**src/rtl/clock_pkg.sv**
```systemverilog
// rtl/clock_pkg.sv - shared BCD limits, FSM encoding and load range check for time_keeper
package clock_pkg;

    localparam int DIGIT_W = 4;

    localparam logic [DIGIT_W-1:0] UNITS_MAX           = 4'd9;
    localparam logic [DIGIT_W-1:0] SEC_MAX_TENS        = 4'd5;
    localparam logic [DIGIT_W-1:0] HOUR_MAX_TENS       = 4'd2;
    localparam logic [DIGIT_W-1:0] HOUR_MAX_UNITS_AT_2 = 4'd3;

    typedef logic [2*DIGIT_W-1:0] bcd2_t;

    typedef enum logic {
        RUN   = 1'b0,
        CHECK = 1'b1
    } state_t;

    function automatic logic time_valid(input bcd2_t h, input bcd2_t m, input bcd2_t s);
        return (h[3:0] <= UNITS_MAX) && (m[3:0] <= UNITS_MAX) && (s[3:0] <= UNITS_MAX) &&
               (m[7:4] <= SEC_MAX_TENS) && (s[7:4] <= SEC_MAX_TENS) &&
               (h[7:4] <= HOUR_MAX_TENS) &&
               !((h[7:4] == HOUR_MAX_TENS) && (h[3:0] > HOUR_MAX_UNITS_AT_2));
    endfunction

endpackage

```
**src/rtl/time_keeper_if.sv**
```systemverilog
// rtl/time_keeper_if.sv - time-set load handshake between a setter and time_keeper
interface time_keeper_if;
    import clock_pkg::*;

    logic  load_valid;
    logic  load_ready;
    bcd2_t load_hh;
    bcd2_t load_mm;
    bcd2_t load_ss;
    logic  load_err;

    modport master (output load_valid, load_hh, load_mm, load_ss, input load_ready, load_err);
    modport slave  (input load_valid, load_hh, load_mm, load_ss, output load_ready, load_err);
endinterface

```
**src/rtl/tick_sync.sv**
```systemverilog
// rtl/tick_sync.sv - synchronizer, post-reset arming and edge detector producing tick_evt
module tick_sync #(
    parameter int SYNC_STAGES = 2,
    parameter bit BOTH_EDGES  = 1'b1
) (
    input  logic clk,
    input  logic rst,
    input  logic tick_in,
    output logic tick_evt
);
    localparam logic [2:0] ARM_CYCLES = 3'(SYNC_STAGES + 1);

    logic [SYNC_STAGES-1:0] sync;
    logic [2:0]             arm_cnt;
    logic                   prev;
    logic                   sync_out;
    logic                   armed;
    logic                   edge_raw;

    assign sync_out = sync[SYNC_STAGES-1];
    assign armed    = (arm_cnt == ARM_CYCLES);
    assign edge_raw = BOTH_EDGES ? (sync_out ^ prev) : (sync_out & ~prev);

    // prev follows the synchronizer during arming so a high tick_in at reset release is not an edge
    always_ff @(posedge clk or posedge rst) begin
        if (rst) begin
            sync     <= '0;
            arm_cnt  <= '0;
            prev     <= 1'b0;
            tick_evt <= 1'b0;
        end else begin
            sync     <= {sync[SYNC_STAGES-2:0], tick_in};
            prev     <= sync_out;
            tick_evt <= armed & edge_raw;
            if (!armed)
                arm_cnt <= arm_cnt + 3'd1;
        end
    end
endmodule

```
**src/rtl/time_keeper.sv**
```systemverilog
// rtl/time_keeper.sv - BCD 24-hour time of day driven by a 1 Hz tick, with checked time-set load
module time_keeper
    import clock_pkg::*;
#(
    parameter int SYNC_STAGES = 2,
    parameter bit BOTH_EDGES  = 1'b1
) (
    input  logic          clk,
    input  logic          rst,
    input  logic          tick_in,
    time_keeper_if.slave  load,
    output bcd2_t         hh,
    output bcd2_t         mm,
    output bcd2_t         ss,
    output logic          sec_pulse,
    output logic          min_pulse,
    output logic          hour_pulse,
    output logic          day_pulse
);
    state_t state, state_nxt;
    logic   ready;
    logic   accept;
    logic   tick_evt;
    logic   inc;
    logic   ss_wrap, mm_wrap, hh_wrap;
    bcd2_t  cap_hh, cap_mm, cap_ss;
    bcd2_t  ss_nxt, mm_nxt, hh_nxt;

    tick_sync #(.SYNC_STAGES(SYNC_STAGES), .BOTH_EDGES(BOTH_EDGES)) u_sync (
        .clk      (clk),
        .rst      (rst),
        .tick_in  (tick_in),
        .tick_evt (tick_evt)
    );

    always_ff @(posedge clk or posedge rst) begin
        if (rst) state <= RUN;
        else     state <= state_nxt;
    end

    always_comb begin
        state_nxt = state;
        ready     = 1'b0;
        case (state)
            RUN: begin
                ready = 1'b1;
                if (load.load_valid) state_nxt = CHECK;
            end
            CHECK:   state_nxt = RUN;
            default: state_nxt = RUN;
        endcase
    end

    assign load.load_ready = ready;
    assign accept          = load.load_valid && ready;
    // a second arriving while a load is being accepted or checked is dropped; the load wins
    assign inc             = tick_evt && (state == RUN) && !accept;

    assign ss_wrap = (ss == 8'h59);
    assign mm_wrap = (mm == 8'h59);
    assign hh_wrap = (hh == 8'h23);

    always_comb begin
        ss_nxt = ss;
        mm_nxt = mm;
        hh_nxt = hh;
        if (ss_wrap)              ss_nxt = 8'h00;
        else if (ss[3:0] == 4'd9) ss_nxt = {ss[7:4] + 4'd1, 4'd0};
        else                      ss_nxt = {ss[7:4], ss[3:0] + 4'd1};
        if (mm_wrap)              mm_nxt = 8'h00;
        else if (mm[3:0] == 4'd9) mm_nxt = {mm[7:4] + 4'd1, 4'd0};
        else                      mm_nxt = {mm[7:4], mm[3:0] + 4'd1};
        if (hh_wrap)              hh_nxt = 8'h00;
        else if (hh[3:0] == 4'd9) hh_nxt = {hh[7:4] + 4'd1, 4'd0};
        else                      hh_nxt = {hh[7:4], hh[3:0] + 4'd1};
    end

    always_ff @(posedge clk or posedge rst) begin
        if (rst) begin
            hh            <= 8'h00;
            mm            <= 8'h00;
            ss            <= 8'h00;
            cap_hh        <= 8'h00;
            cap_mm        <= 8'h00;
            cap_ss        <= 8'h00;
            sec_pulse     <= 1'b0;
            min_pulse     <= 1'b0;
            hour_pulse    <= 1'b0;
            day_pulse     <= 1'b0;
            load.load_err <= 1'b0;
        end else begin
            sec_pulse     <= inc;
            min_pulse     <= inc && ss_wrap;
            hour_pulse    <= inc && ss_wrap && mm_wrap;
            day_pulse     <= inc && ss_wrap && mm_wrap && hh_wrap;
            load.load_err <= 1'b0;
            if (accept) begin
                cap_hh <= load.load_hh;
                cap_mm <= load.load_mm;
                cap_ss <= load.load_ss;
            end
            if (state == CHECK) begin
                if (time_valid(cap_hh, cap_mm, cap_ss)) begin
                    hh <= cap_hh;
                    mm <= cap_mm;
                    ss <= cap_ss;
                end else begin
                    load.load_err <= 1'b1;
                end
            end else if (inc) begin
                ss <= ss_nxt;
                if (ss_wrap) mm <= mm_nxt;
                if (ss_wrap && mm_wrap) hh <= hh_nxt;
            end
        end
    end
endmodule

```
**src/flat_wrapper.sv**
```systemverilog
// flat-port wrapper written by rule: the top's interface ports become plain ports
module time_keeper_flat import clock_pkg::*;
#(
    parameter int SYNC_STAGES = 2,
    parameter bit BOTH_EDGES  = 1'b1
)
  (clk, rst, tick_in, hh, mm, ss, sec_pulse, min_pulse, hour_pulse, day_pulse, load_load_valid, load_load_hh, load_load_mm, load_load_ss, load_load_ready, load_load_err);
  time_keeper_if load_i ();
  input  logic clk;
  input  logic rst;
  input  logic tick_in;
  output bcd2_t hh;
  output bcd2_t mm;
  output bcd2_t ss;
  output logic sec_pulse;
  output logic min_pulse;
  output logic hour_pulse;
  output logic day_pulse;
  input wire logic [$bits(load_i.load_valid)-1:0] load_load_valid;
  input wire logic [$bits(load_i.load_hh)-1:0] load_load_hh;
  input wire logic [$bits(load_i.load_mm)-1:0] load_load_mm;
  input wire logic [$bits(load_i.load_ss)-1:0] load_load_ss;
  output wire logic [$bits(load_i.load_ready)-1:0] load_load_ready;
  output wire logic [$bits(load_i.load_err)-1:0] load_load_err;
  assign load_i.load_valid = load_load_valid;
  assign load_i.load_hh = load_load_hh;
  assign load_i.load_mm = load_load_mm;
  assign load_i.load_ss = load_load_ss;
  assign load_load_ready = load_i.load_ready;
  assign load_load_err = load_i.load_err;
  time_keeper #(.SYNC_STAGES(SYNC_STAGES), .BOTH_EDGES(BOTH_EDGES)) u_core (.clk(clk), .rst(rst), .tick_in(tick_in), .load(load_i), .hh(hh), .mm(mm), .ss(ss), .sec_pulse(sec_pulse), .min_pulse(min_pulse), .hour_pulse(hour_pulse), .day_pulse(day_pulse));
endmodule
```
**config.mk**
```make
export PLATFORM = sky130hd
export DESIGN_NAME = time_keeper_flat
export DESIGN_NICKNAME = d
export VERILOG_FILES = /design/src/rtl/clock_pkg.sv /design/src/rtl/time_keeper_if.sv /design/src/rtl/tick_sync.sv /design/src/rtl/time_keeper.sv /design/src/flat_wrapper.sv
export SDC_FILE = /design/constraint.sdc
export NUM_CORES = 1
export LEC_CHECK = 0
export BUFFER_PORTS_ARGS = -buffer_cell sky130_fd_sc_hd__buf_2
export CAP_MARGIN = 10
export CORE_MARGIN = 2
export CORE_UTILIZATION = 45
export CTS_CLUSTER_DIAMETER = 120
export DETAILED_ROUTE_END_ITERATION = 12
export PLACE_DENSITY = 0.75
export SLEW_MARGIN = 20
export SYNTH_ARGS = -nofsm -noshare
export SYNTH_HDL_FRONTEND = slang
export SYNTH_SLANG_ARGS = --single-unit
```
**constraint.sdc**
```tcl
create_clock -name clk -period 1.9 [get_ports clk]
set_clock_uncertainty 0.15 [all_clocks]
set_input_delay 0.38 -clock clk [delete_from_list [all_inputs] [get_ports clk]]
set_output_delay 0.38 -clock clk [all_outputs]
set_load 0.1 [all_outputs]
```
==> results.toml, run 1 <==
[cells_and_area]
final_layout_size_suffix_gt1_share_pct = 55.4
final_design_area_no_fill_mm2 = 0.00415
fillers = 564
syn_to_layout_area_delta_pct = 35.5
final_util_pct = 62.1
layout.nets = 409
antenna_cells = 0

[synthesis]
most_numerous_cell_in_the_yosys_netlist = "sky130_fd_sc_hd__dfrtp_1"
yosysSeqAreaShare_pct = 49.9
yosys-top-cells-count = "sky130_fd_sc_hd__dfrtp_1, sky130_fd_sc_hd__mux2_2, sky130_fd_sc_hd__nand2_1"
net_count_after_synthesis = 298
syn_avg_cell_area_um2 = 12.0
synth.cell_area_mm2 = 0.00306
dominantRegCellSynth = "sky130_fd_sc_hd__dfrtp_1"
synth_largest_area_cell = "sky130_fd_sc_hd__dfrtp_1"
yosys_warnings = 0
yosys_register_bits = 61
synth.distinct_cells = 38
synth_largest_type_area_fraction_pct = 49.9
synth_edf_count = 0
async_flop_share_pct = 100
netlist_instances = 256
ys_top_cells_by_area = "sky130_fd_sc_hd__dfrtp_1, sky130_fd_sc_hd__mux2_2, sky130_fd_sc_hd__ha_1"

[setup_path]
cp_slowest_stage_delay_ns = 0.40
timing.rr.start = "u_core.cap_mm[1]"
path_class = "flop to flop"
ff2ff_path_depth = 6
crit_slowest_cell = "sky130_fd_sc_hd__dfrtp_1"
cp_max_fo = 4
critPathRequiredTime_ns = 1.98
arrival_ns = 2.06
crit_path_end_kind = "flop"
crit_start = "u_core.cap_mm[1]"
timing.critical_path.from_type = "flop"
path_cells = "o21ai_2 > buf_4 > nand4_2 > o21ai_4 > a21boi_4 > mux2_4"

[run_status]
status = "complete, but fails checks"
violations = "setup timing"

[floorplanning]
die_w_um = 86.5
die_area_mm2 = 0.00748
coreArea_mm2 = 0.00668
io_pins = 58
fp.dieH_um = 86.5
rows = 30
floorplan.initialDensity_pct = 45.8

[place]
place_hpwl_um = 4960
port-buffer-count = 57
placedInstanceArea_mm2 = 0.00387
placement.setup.worst_slack_ns = -0.169
routability_cong = 0.762

[sta]
finalHoldViolCount = 0
grt_setup_unrepaired = "yes"
timing.final.setup_violations = 18
max-slew-margin-rel_pct = 67.8
post-route-min-period_ns = 1.98
final_min_period_over_clock_period_pct = 104
worstMarginPinSlew_ns = 0.487
slew_viol_final = 0
setup_slack_ns = -0.0795
max_freq_ghz = 0.505

[grt]
grt_antenna_before_repair = 0
first_global_vias = 2433
grt_pass1_wl_um = 11400
groute.usage.overall_pct = 19.9
overflow = 0
grt_max_degree = 62

[clock_network]
cts_tree = "done"
cts-htree-levels = 3
tritoncts.num_buffers = 9
tritoncts_num_sinks = 61
bufs_on_longest_clock_path = 2
clock_latency_ns = 0.34
cts.clk_slew.worst_paths_ns = 0.07
root_buffer = "sky130_fd_sc_hd__clkbuf_8"

[power_and_ir_drop]
total_power_uw = 5710
irDropWorstVdd_v = 0.000988
power.leakage_uw = 0.00194
pwr_density_cell_mw_per_mm2 = 1380

[run]
drv_cap = 0

[detailed_routing]
detail_route.drc_violations = 0
detailedRoute.firstPassIterationCount = 4
antenna_violating_nets_post_route = 0
post_drt_wl_per_cell_um = 15.4
postRouteWirelength_um = 6950
drt_iter0_drc = 128
post_drt_via_cell_ratio = 5.25
detailroute.via_count = 2372

[worst_hold_path]
min_from = "load_load_hh[0]"
min_delay_path_depth = 2
worstHoldPathType = "input port to flop"
## report_power, final
part,switching [uW],internal [uW]
logic,1920,887
registers,254,1580
clock network,484,580
total,2660,3050
## sequential cells by signal (all words and copies together), names as in the netlist, 2 cells and up
register and flops:
u_core.hh 8, u_core.cap_mm 8, u_core.cap_hh 8, u_core.u_sync.sync 2
u_core.mm 8, u_core.cap_ss 8, u_core.ss 8, u_core.u_sync.arm_cnt 3
## area by class of cell
type / count / area, um2 / share of cell area [%]
repair buffers: 108 / 717 / 17.3
inverters: 12 / 52.6 / 1.27
multi-input cells: 175 / 1540 / 37.2
flip-flops and latches: 61 / 1550 / 37.5
clock buffers: 15 / 176 / 4.25
clock inverters: 1 / 5.00 / 0.121
well taps: 80 / 100 / 2.41
## path summary, 6_finish.rpt
path                                            end  slack, ns
setup / recovery                       u_core.mm[3]      -0.08
hold / removal                     u_core.cap_hh[0]       0.12
setup reg to reg                       u_core.mm[3]      -0.08
hold reg to reg               u_core.u_sync.sync[1]       0.20
max in group asynchronous              u_core.mm[5]       0.78
min in group asynchronous  u_core.u_sync.arm_cnt[2]       0.50
## metrics by stage
step                      TNS, ns  hold WS (ns)  cells
after floorplan             -4.26         0.181    256
after global placement    -0.0986         0.183    429
after detailed placement    -2.40         0.188    429
after CTS                  -0.435         0.110    450
after global routing        -2.16         0.117    452
final                      -0.729         0.120    452
## worst max-delay path: cells and delay by family (launching register included)
family          cells  cell delay (ns)
compound gates      3             0.69
buf+inv             1             0.16
flops               1             0.40
mux                 1             0.32
simple gates        1             0.15
## routing by layer
metal / track usage, % / up-vias / part of all wire [%]
li1: - / 1142 / -
met1: 25.6 / 1163 / 43
met2: 32.1 / 52 / 50
met3: 3.62 / 15 / 4.3
met4: 10.8 / 0 / 2.7
met5: 0 / - / 0
## kinds of logic (layout without fill, tap and decap cells)
family / Yosys count / after routing / share of synthesized area (%)
adders and majority gates: 14 / 14 / 5.72
xor gates and xnor gates: 12 / 12 / 3.43
DFF: 61 / 61 / 49.9
AOI/OAI and AO/OA: 42 / 42 / 9.98
muxes: 46 / 46 / 16.7
buffers and inverters: 20 / 136 / 2.58
and+or+nand+nor: 61 / 61 / 11.7
## timing repair
item                                    4_1_cts  5_1_grt
hold buffers                                  2        0
hold endpoints to repair                     62        0
buffers inserted                              3        2
gates resized for setup                       7        3
endpoints found under the setup margin       22       23
pin swaps                                     0        1
gates cloned                                  0        0
## cells in the final DEF, fill, tap and decap left out, drive strengths merged, types with 2 or more instances in the layout
| master | count |
|---|---|
| a21oi | 9 |
| and3b | 2 |
| buf | 106 |
| clkbuf | 15 |
| clkinvlp | 2 |
| dfrtp | 61 |
| dlygate4sd3 | 2 |
| ha | 14 |
| inv | 10 |
| mux2 | 41 |
| mux2i | 5 |
| nand2 | 23 |
| nand3 | 6 |
| nand3b | 5 |
| nor2 | 8 |
| nor3 | 6 |
| nor3b | 3 |
| nor4 | 2 |
| o21a | 2 |
| o21ai | 10 |
| o31ai | 15 |
| xnor2 | 8 |
| xor2 | 4 |
Note: power is estimated with default switching activity, not from simulation.
==> run 2, diff against run 1 <==
--- a/config.mk
+++ b/config.mk
@@ -12,6 +12,7 @@
 export CTS_CLUSTER_DIAMETER = 120
 export DETAILED_ROUTE_END_ITERATION = 12
 export PLACE_DENSITY = 0.75
+export SETUP_SLACK_MARGIN = 0.3
 export SLEW_MARGIN = 20
 export SYNTH_ARGS = -nofsm -noshare
 export SYNTH_HDL_FRONTEND = slang
==> run 2 against run 1 <==
The flow still finishes with violations (setup timing). Register-to-register slack about the same. Power is 11% higher. Setup slack gained 0.0081 ns. Non-clock buffer count up 2. Clock power up 7%. Global-route usage rose by 0.68 points. Combinational power increased by 18%. Largest cell class is now multi-input gates. Largest power group unchanged.
==> results.toml, run 2 (same netlist as run 1, synthesis figures left out) <==
[clock_network]
tritoncts.num_buffers = 9
clock_latency_ns = 0.35
root_buffer = "sky130_fd_sc_hd__clkbuf_8"
bufs_on_longest_clock_path = 2
tritoncts_num_sinks = 61
cts.clk_slew.worst_paths_ns = 0.07
cts_tree = "done"
cts-htree-levels = 3

[setup_path]
cp_slowest_stage_delay_ns = 0.41
ff2ff_setup_slack_ns = -0.07
crit_path_end_kind = "flop"
arrival_ns = 2.05
timing.rr.start = "u_core.cap_hh[6]"
ff2ff_path_depth = 5
worst-path-buf-inv = 0
regToRegEndpoint = "u_core.mm[0]"
timing.critical_path.from_type = "flop"
cp_max_fo = 4
cp_top_family = "simple AND/OR/NAND/NOR gates"
critPathRequiredTime_ns = 1.97
path_class = "flop to flop"
cp_num_cells = 5
path_cells = "nor4_4 > nand4_2 > o21ai_4 > a21boi_4 > mux2_4"
crit_slowest_cell = "sky130_fd_sc_hd__dfrtp_1"

[detailed_routing]
post_drt_via_cell_ratio = 5.23
drt_iter0_drc = 92
detail_route.drc_violations = 0
detailedRoute.firstPassIterationCount = 4
detailroute.via_count = 2376
antenna_violating_nets_post_route = 0
postRouteWirelength_um = 7110
post_drt_wl_per_cell_um = 15.7

[place]
routability_cong = 0.803
place_inst = 429
port-buffer-count = 57
place_hpwl_um = 4930

[sta]
timing.final.setup_violations = 19
final_min_period_over_clock_period_pct = 104
post-route-min-period_ns = 1.97
fin_setup_tns_ns = -0.653
grt_setup_unrepaired = "yes"
finalHoldViolCount = 0
fin_hold_ws_ns = 0.114
slew_viol_final = 0
worstMarginPinSlew_ns = 0.516
max-slew-margin-rel_pct = 65.5
max_freq_ghz = 0.507
setup_slack_ns = -0.0714

[worst_hold_path]
worstHoldPathType = "input port to flop"
min_delay_path_depth = 2
hold-path-endpoint = "u_core.cap_hh[1]"
min_from = "load_load_hh[1]"

[run_status]
status = "complete, but fails checks"
violations = "setup timing"

[cells_and_area]
most-common-layout-cells = "sky130_fd_sc_hd__buf_4, sky130_fd_sc_hd__dfrtp_1, sky130_fd_sc_hd__mux2_2"
final_layout_size_suffix_gt1_share_pct = 57.5
layout.nets = 411
fillers = 483
finish.cell_count_without_fillers = 454
syn_to_layout_area_delta_pct = 47.8
antenna_cells = 0
most_frequent_standard_cell_in_the_layout_excluding_fill_and_tap_cells = "sky130_fd_sc_hd__buf_4"

[run]
drv_cap = 0

[grt]
overflow = 0
groute.usage.overall_pct = 20.6
grt_antenna_before_repair = 0
grt_pass1_wl_um = 11800
grt_max_degree = 33
first_global_vias = 2477

[power_and_ir_drop]
pwr-share-clk_pct = 17.9
power.share.sequential_pct = 29.6
irDropWorstVdd_v = 0.000851
power.switching_fraction_pct = 44.2
pwr_density_cell_mw_per_mm2 = 1400
power.switching_uw = 2790
power.leakage_uw = 0.00204
power.share.combinational_pct = 52.5
intPower_uw = 3530
total_power_uw = 6320

[floorplanning]
coreArea_mm2 = 0.00668
io_pins = 58
floorplan.initialDensity_pct = 45.8
die_area_mm2 = 0.00748
fp.dieH_um = 86.5
rows = 30
die_w_um = 86.5
run 2: cell count changes in the layout (fill, tap and decap cells not counted), sizes merged:
| cell | change |
|---|---|
| clkinv | +1 |
| buf | +2 |
| clkinvlp | +1 |
| clkbuf | -2 |
run 2: layout make-up:
| type | count | area [um2] | area share [%] |
|---|---|---|---|
| clock buffers | 13 | 179 | 3.95 |
| clock inverters | 3 | 17.5 | 0.387 |
| inverters | 12 | 52.6 | 1.16 |
| multi-input cells | 175 | 1590 | 35.2 |
| flip-flops and latches | 61 | 1560 | 34.4 |
| well taps | 80 | 100 | 2.21 |
| repair buffers | 110 | 1030 | 22.7 |
run 2: worst register-to-register path, delay by kind of cell (launching register included):
| kind | cells | cell delay (ns) |
|---|---|---|
| muxes | 1 | 0.33 |
| and+or+nand+nor | 2 | 0.49 |
| DFF | 1 | 0.41 |
| AOI/OAI and AO/OA | 2 | 0.48 |
run 2: worst max path at each step:
| stage | to | start |
|---|---|---|
| after floorplan | u_core.hh[6] | u_core.ss[1] |
| after global placement | u_core.mm[3] | u_core.cap_mm[2] |
| after detailed placement | u_core.mm[0] | u_core.cap_mm[2] |
| after CTS | u_core.mm[0] | u_core.cap_hh[6] |
| after global routing | u_core.mm[0] | u_core.cap_hh[6] |
| final | u_core.mm[0] | u_core.cap_hh[6] |
run 2: repair_timing:
action                                  in CTS  in global routing
pin swaps                                    1                  3
endpoints found under the setup margin      79                 65
hold buffers                                 2                  0
hold endpoints to repair                    20                  0
buffers inserted                             3                  4
resized for setup                           91                 14
run 2: power by group through the flow:
stage          combinational, uW  sequential (uW)  clock (uW)
2_1_floorplan                781             3100           0
3_3_place_gp                2690             1830           0
3_5_place_dp                2730             1840           0
4_1_cts                     3270             1850        1140
5_1_grt                     3470             1910        1200
6_report                    3320             1870        1130
run 2: layer usage:
layer	track usage [%]	routed length, um
met4	9.09	146
met1	26.6	3090
met2	33.1	3540
met3	4.95	332
met5	0	0
run 2: per-stage QoR:
stage	utilization, %	setup WS (ns)	instance area (um2)
2_1_floorplan	-	-0.266	3160
3_3_place_gp	58.0	-0.0352	3870
3_5_place_dp	58.0	-0.113	3870
4_1_cts	66.4	-0.0892	4440
5_1_grt	67.7	-0.185	4520
6_report	67.7	-0.0714	4520
==> run 3, diff against run 2 <==
--- a/config.mk
+++ b/config.mk
@@ -5,13 +5,14 @@
 export SDC_FILE = /design/constraint.sdc
 export NUM_CORES = 1
 export LEC_CHECK = 0
+export ABC_AREA = 1
 export BUFFER_PORTS_ARGS = -buffer_cell sky130_fd_sc_hd__buf_2
 export CAP_MARGIN = 10
 export CORE_MARGIN = 2
 export CORE_UTILIZATION = 45
 export CTS_CLUSTER_DIAMETER = 120
 export DETAILED_ROUTE_END_ITERATION = 12
-export PLACE_DENSITY = 0.75
+export PLACE_DENSITY = 0.69
 export SETUP_SLACK_MARGIN = 0.3
 export SLEW_MARGIN = 20
 export SYNTH_ARGS = -nofsm -noshare
==> run 3 against run 2 <==
Sequential cell count did not move. Die area increased by 1.3%. Critical path type unchanged. Fmax grew 13%. First-iteration DRC count is 49% higher. Setup slack improved by 0.22 ns. Core utilization down 3.4 points. Clock power is 12% lower. Area after synthesis up 1.3%. Via count increased by 17%. The flow now finishes without violations. Critical endpoint is now u_core.hh[6]. Combinational power down 26%. Synthesized cell count is 47% higher. Global-route usage is 0.71 points higher.
==> results.toml, run 3 <==
[grt]
grt_antenna_before_repair = 0
grt_max_degree = 37
overflow = 0
global_route.usage.met3_pct = 4.45
globalRoute.busiestLayer = "met2"
groute.usage.overall_pct = 21.3
grt_pass1_wl_um = 12400
use_met1_pct = 27.5
grt_use_met2_pct = 35.1
first_global_vias = 2649

[clock_network]
tritoncts_num_sinks = 61
cts-htree-levels = 3
bufs_on_longest_clock_path = 2
tritoncts.num_buffers = 9
cts_tree = "done"
clock_latency_ns = 0.34
cts.clk_slew.worst_paths_ns = 0.07
root_buffer = "sky130_fd_sc_hd__clkbuf_8"

[cells_and_area]
fillers = 529
most_frequent_standard_cell_in_the_layout_excluding_fill_and_tap_cells = "sky130_fd_sc_hd__nand2_1"
syn_to_layout_area_delta_pct = 39.4
layout.nets = 505
final_layout_size_suffix_gt1_share_pct = 36.8
most-common-layout-cells = "sky130_fd_sc_hd__nand2_1, sky130_fd_sc_hd__dfrtp_1, sky130_fd_sc_hd__nand3_1, sky130_fd_sc_hd__buf_2, sky130_fd_sc_hd__buf_4"
finish.cell_count_without_fillers = 548
antenna_cells = 0

[setup_path]
timing.critical_path.from_type = "flop"
crit_slowest_cell = "sky130_fd_sc_hd__dfrtp_4"
crit_start = "u_core.hh[4]"
path_cells = "inv_2 > ha_4 > inv_2 > nor2_4 > nand3_2 > nand3b_1 > nand2_2 > nor2_4 > nand2_2 > nand2_1 > nand2_1"
timing.rr.start = "u_core.hh[4]"
critPathRequiredTime_ns = 1.98
cp_slowest_stage_delay_ns = 0.49
cp_max_fo = 5
arrival_ns = 1.84
crit_path_end_kind = "flop"
path_class = "flop to flop"

[synthesis]
synth_largest_type_area_fraction_pct = 49.2
yosys-top-cells-count = "sky130_fd_sc_hd__nand2_1, sky130_fd_sc_hd__dfrtp_1, sky130_fd_sc_hd__nand3_1"
synth_edf_count = 0
dominantRegCellSynth = "sky130_fd_sc_hd__dfrtp_1"
combinational_family_with_the_most_area_after_synthesis = "simple AND/OR/NAND/NOR gates"
synth.cell_area_mm2 = 0.00310
syn_avg_cell_area_um2 = 8.23
synth.distinct_cells = 27
most_numerous_cell_in_the_yosys_netlist = "sky130_fd_sc_hd__nand2_1"
synth_largest_area_cell = "sky130_fd_sc_hd__dfrtp_1"
yosysSeqAreaShare_pct = 49.2
synth_adder_area_share_pct = 5.65
yosys_register_bits = 61
post_synthesis_share_of_cell_area_spent_on_xor_and_xnor_gates_pct = 3.67
share_of_synthesized_area_spent_on_multiplexers_pct = 0.363
net_count_after_synthesis = 419
yosys_warnings = 0
synth-compound-area-share_pct = 6.33
netlist_instances = 377
async_flop_share_pct = 100
synth_simple_gate_area_share_pct = 30.3
ys_top_cells_by_area = "sky130_fd_sc_hd__dfrtp_1, sky130_fd_sc_hd__nand2_1, sky130_fd_sc_hd__ha_1"

[sta]
max_freq_ghz = 0.571
max-slew-margin-rel_pct = 71.1
worstMarginPinSlew_ns = 0.430
grt_setup_unrepaired = "yes"
final_min_period_over_clock_period_pct = 92.2
timing.final.setup_violations = 0
slew_viol_final = 0
finalHoldViolCount = 0
fin_setup_tns_ns = 0
post-route-min-period_ns = 1.75

[floorplanning]
die_w_um = 87.0
io_pins = 58
fp.dieH_um = 87.0
die_area_mm2 = 0.00757
floorplan.initialDensity_pct = 46.2
coreArea_mm2 = 0.00672
rows = 30

[detailed_routing]
post_drt_via_cell_ratio = 5.08
postRouteWirelength_um = 7710
antenna_violating_nets_post_route = 0
detail_route.drc_violations = 0
drt_iter0_drc = 137
post_drt_wl_per_cell_um = 14.1
detailedRoute.firstPassIterationCount = 4
detailroute.via_count = 2785

[worst_hold_path]
min_from = "load_load_ss[4]"
worstHoldPathType = "input port to flop"

[power_and_ir_drop]
power.switching_uw = 2500
power.share.combinational_pct = 45.9
pwr_density_cell_mw_per_mm2 = 1240
intPower_uw = 2880
irDropWorstVdd_v = 0.000924
power.share.sequential_pct = 35.6
total_power_uw = 5380
power.leakage_uw = 0.00209
power.switching_fraction_pct = 46.5
pwr-share-clk_pct = 18.5

[run]
drv_cap = 0

[place]
routability_cong = 0.839
place_inst = 514
port-buffer-count = 57
place_hpwl_um = 5100

[run_status]
status = "finished clean"
## run 3: cell types whose count changed after synthesis, sizes merged, moves of 3 or more
cell | before | now
nand2 | 23 | 158
nor2 | 8 | 24
nand3 | 6 | 32
a21oi | 9 | 3
xor2 | 4 | 7
mux2 | 41 | 1
mux2i | 5 | 0
nor3 | 6 | 2
inv | 12 | 23
o21ai | 10 | 32
nor3b | 3 | 0
clkbuf | 4 | 0
o31ai | 15 | 0
buf | 4 | 9
## run 3: kinds of logic (layout without fill, tap and decap cells)
logic type | count (synthesis) | after routing
AND/OR/NAND/NOR | 219 | 219
XOR/XNOR | 13 | 13
adder cells (fa/ha/maj) | 14 | 14
buffers and inverters | 32 | 123
AO/OA/AOI/OAI | 37 | 37
flip-flops | 61 | 61
multiplexers | 1 | 1
## run 3: path summary, 6_finish.rpt
kind                                                  to  slack [ns]  cells past startpoint
worst max register to register              u_core.hh[6]        0.15                     11
max in group asynchronous                   u_core.ss[0]        0.83                      4
worst min-delay path                    u_core.cap_ss[4]        0.09                      3
worst min register to register     u_core.u_sync.sync[1]        0.20                      0
worst max-delay path                        u_core.hh[6]        0.15                     11
min in group asynchronous       u_core.u_sync.arm_cnt[0]        0.34                      3
## run 3: power by group through the flow
stage | Combinational (uW) | Clock, uW | Sequential [uW]
2_1_floorplan | 590 | 0 | 2870
3_3_place_gp | 1960 | 0 | 1870
3_5_place_dp | 1980 | 0 | 1870
4_1_cts | 2190 | 1010 | 1880
5_1_grt | 2620 | 1090 | 1950
6_report | 2470 | 996 | 1910
## run 3: timing repair
action | in CTS | in global routing
hold buffers | 2 | 0
resized for setup | 62 | 52
cloned | 0 | 1
setup endpoints to repair | 54 | 63
buffers inserted | 7 | 8
hold endpoints to repair | 26 | 0
pin swaps | 17 | 15
## run 3: cell type report
cell class	instances	area [um2]	share of cell area, %
Sequential cell	61	1590	36.7
Timing Repair inverter	1	7.51	0.174
Multi-Input combinational cell	284	1600	37.0
Tap cell	80	100	2.31
Inverter	23	101	2.34
Clock buffer	14	153	3.53
Timing Repair Buffer	83	766	17.7
Clock inverter	2	10.0	0.231
## run 3: routing by layer
metal / part of all wire (%) / routed length, um
met3: 4.1 / 315
met5: 0 / 0
met4: 1.5 / 114
met1: 43 / 3300
met2: 52 / 3970
## run 3: through the flow
step	worst slack, ns	util (%)	cell area, um2	hold slack, ns
2_1_floorplan	0.0133	-	3220	0.181
3_3_place_gp	0.139	54.2	3640	0.147
3_5_place_dp	0.138	54.2	3640	0.150
4_1_cts	0.155	60.7	4080	0.0782
5_1_grt	0.0127	64.4	4320	0.0943
6_report	0.149	64.4	4320	0.0859
## run 3: worst max-delay path: cells and delay by family (launching register included)
kind          cells  cell delay (ns)
buf+inv           2             0.11
fa+ha+maj         1             0.12
simple gates      8             0.79
flops             1             0.49
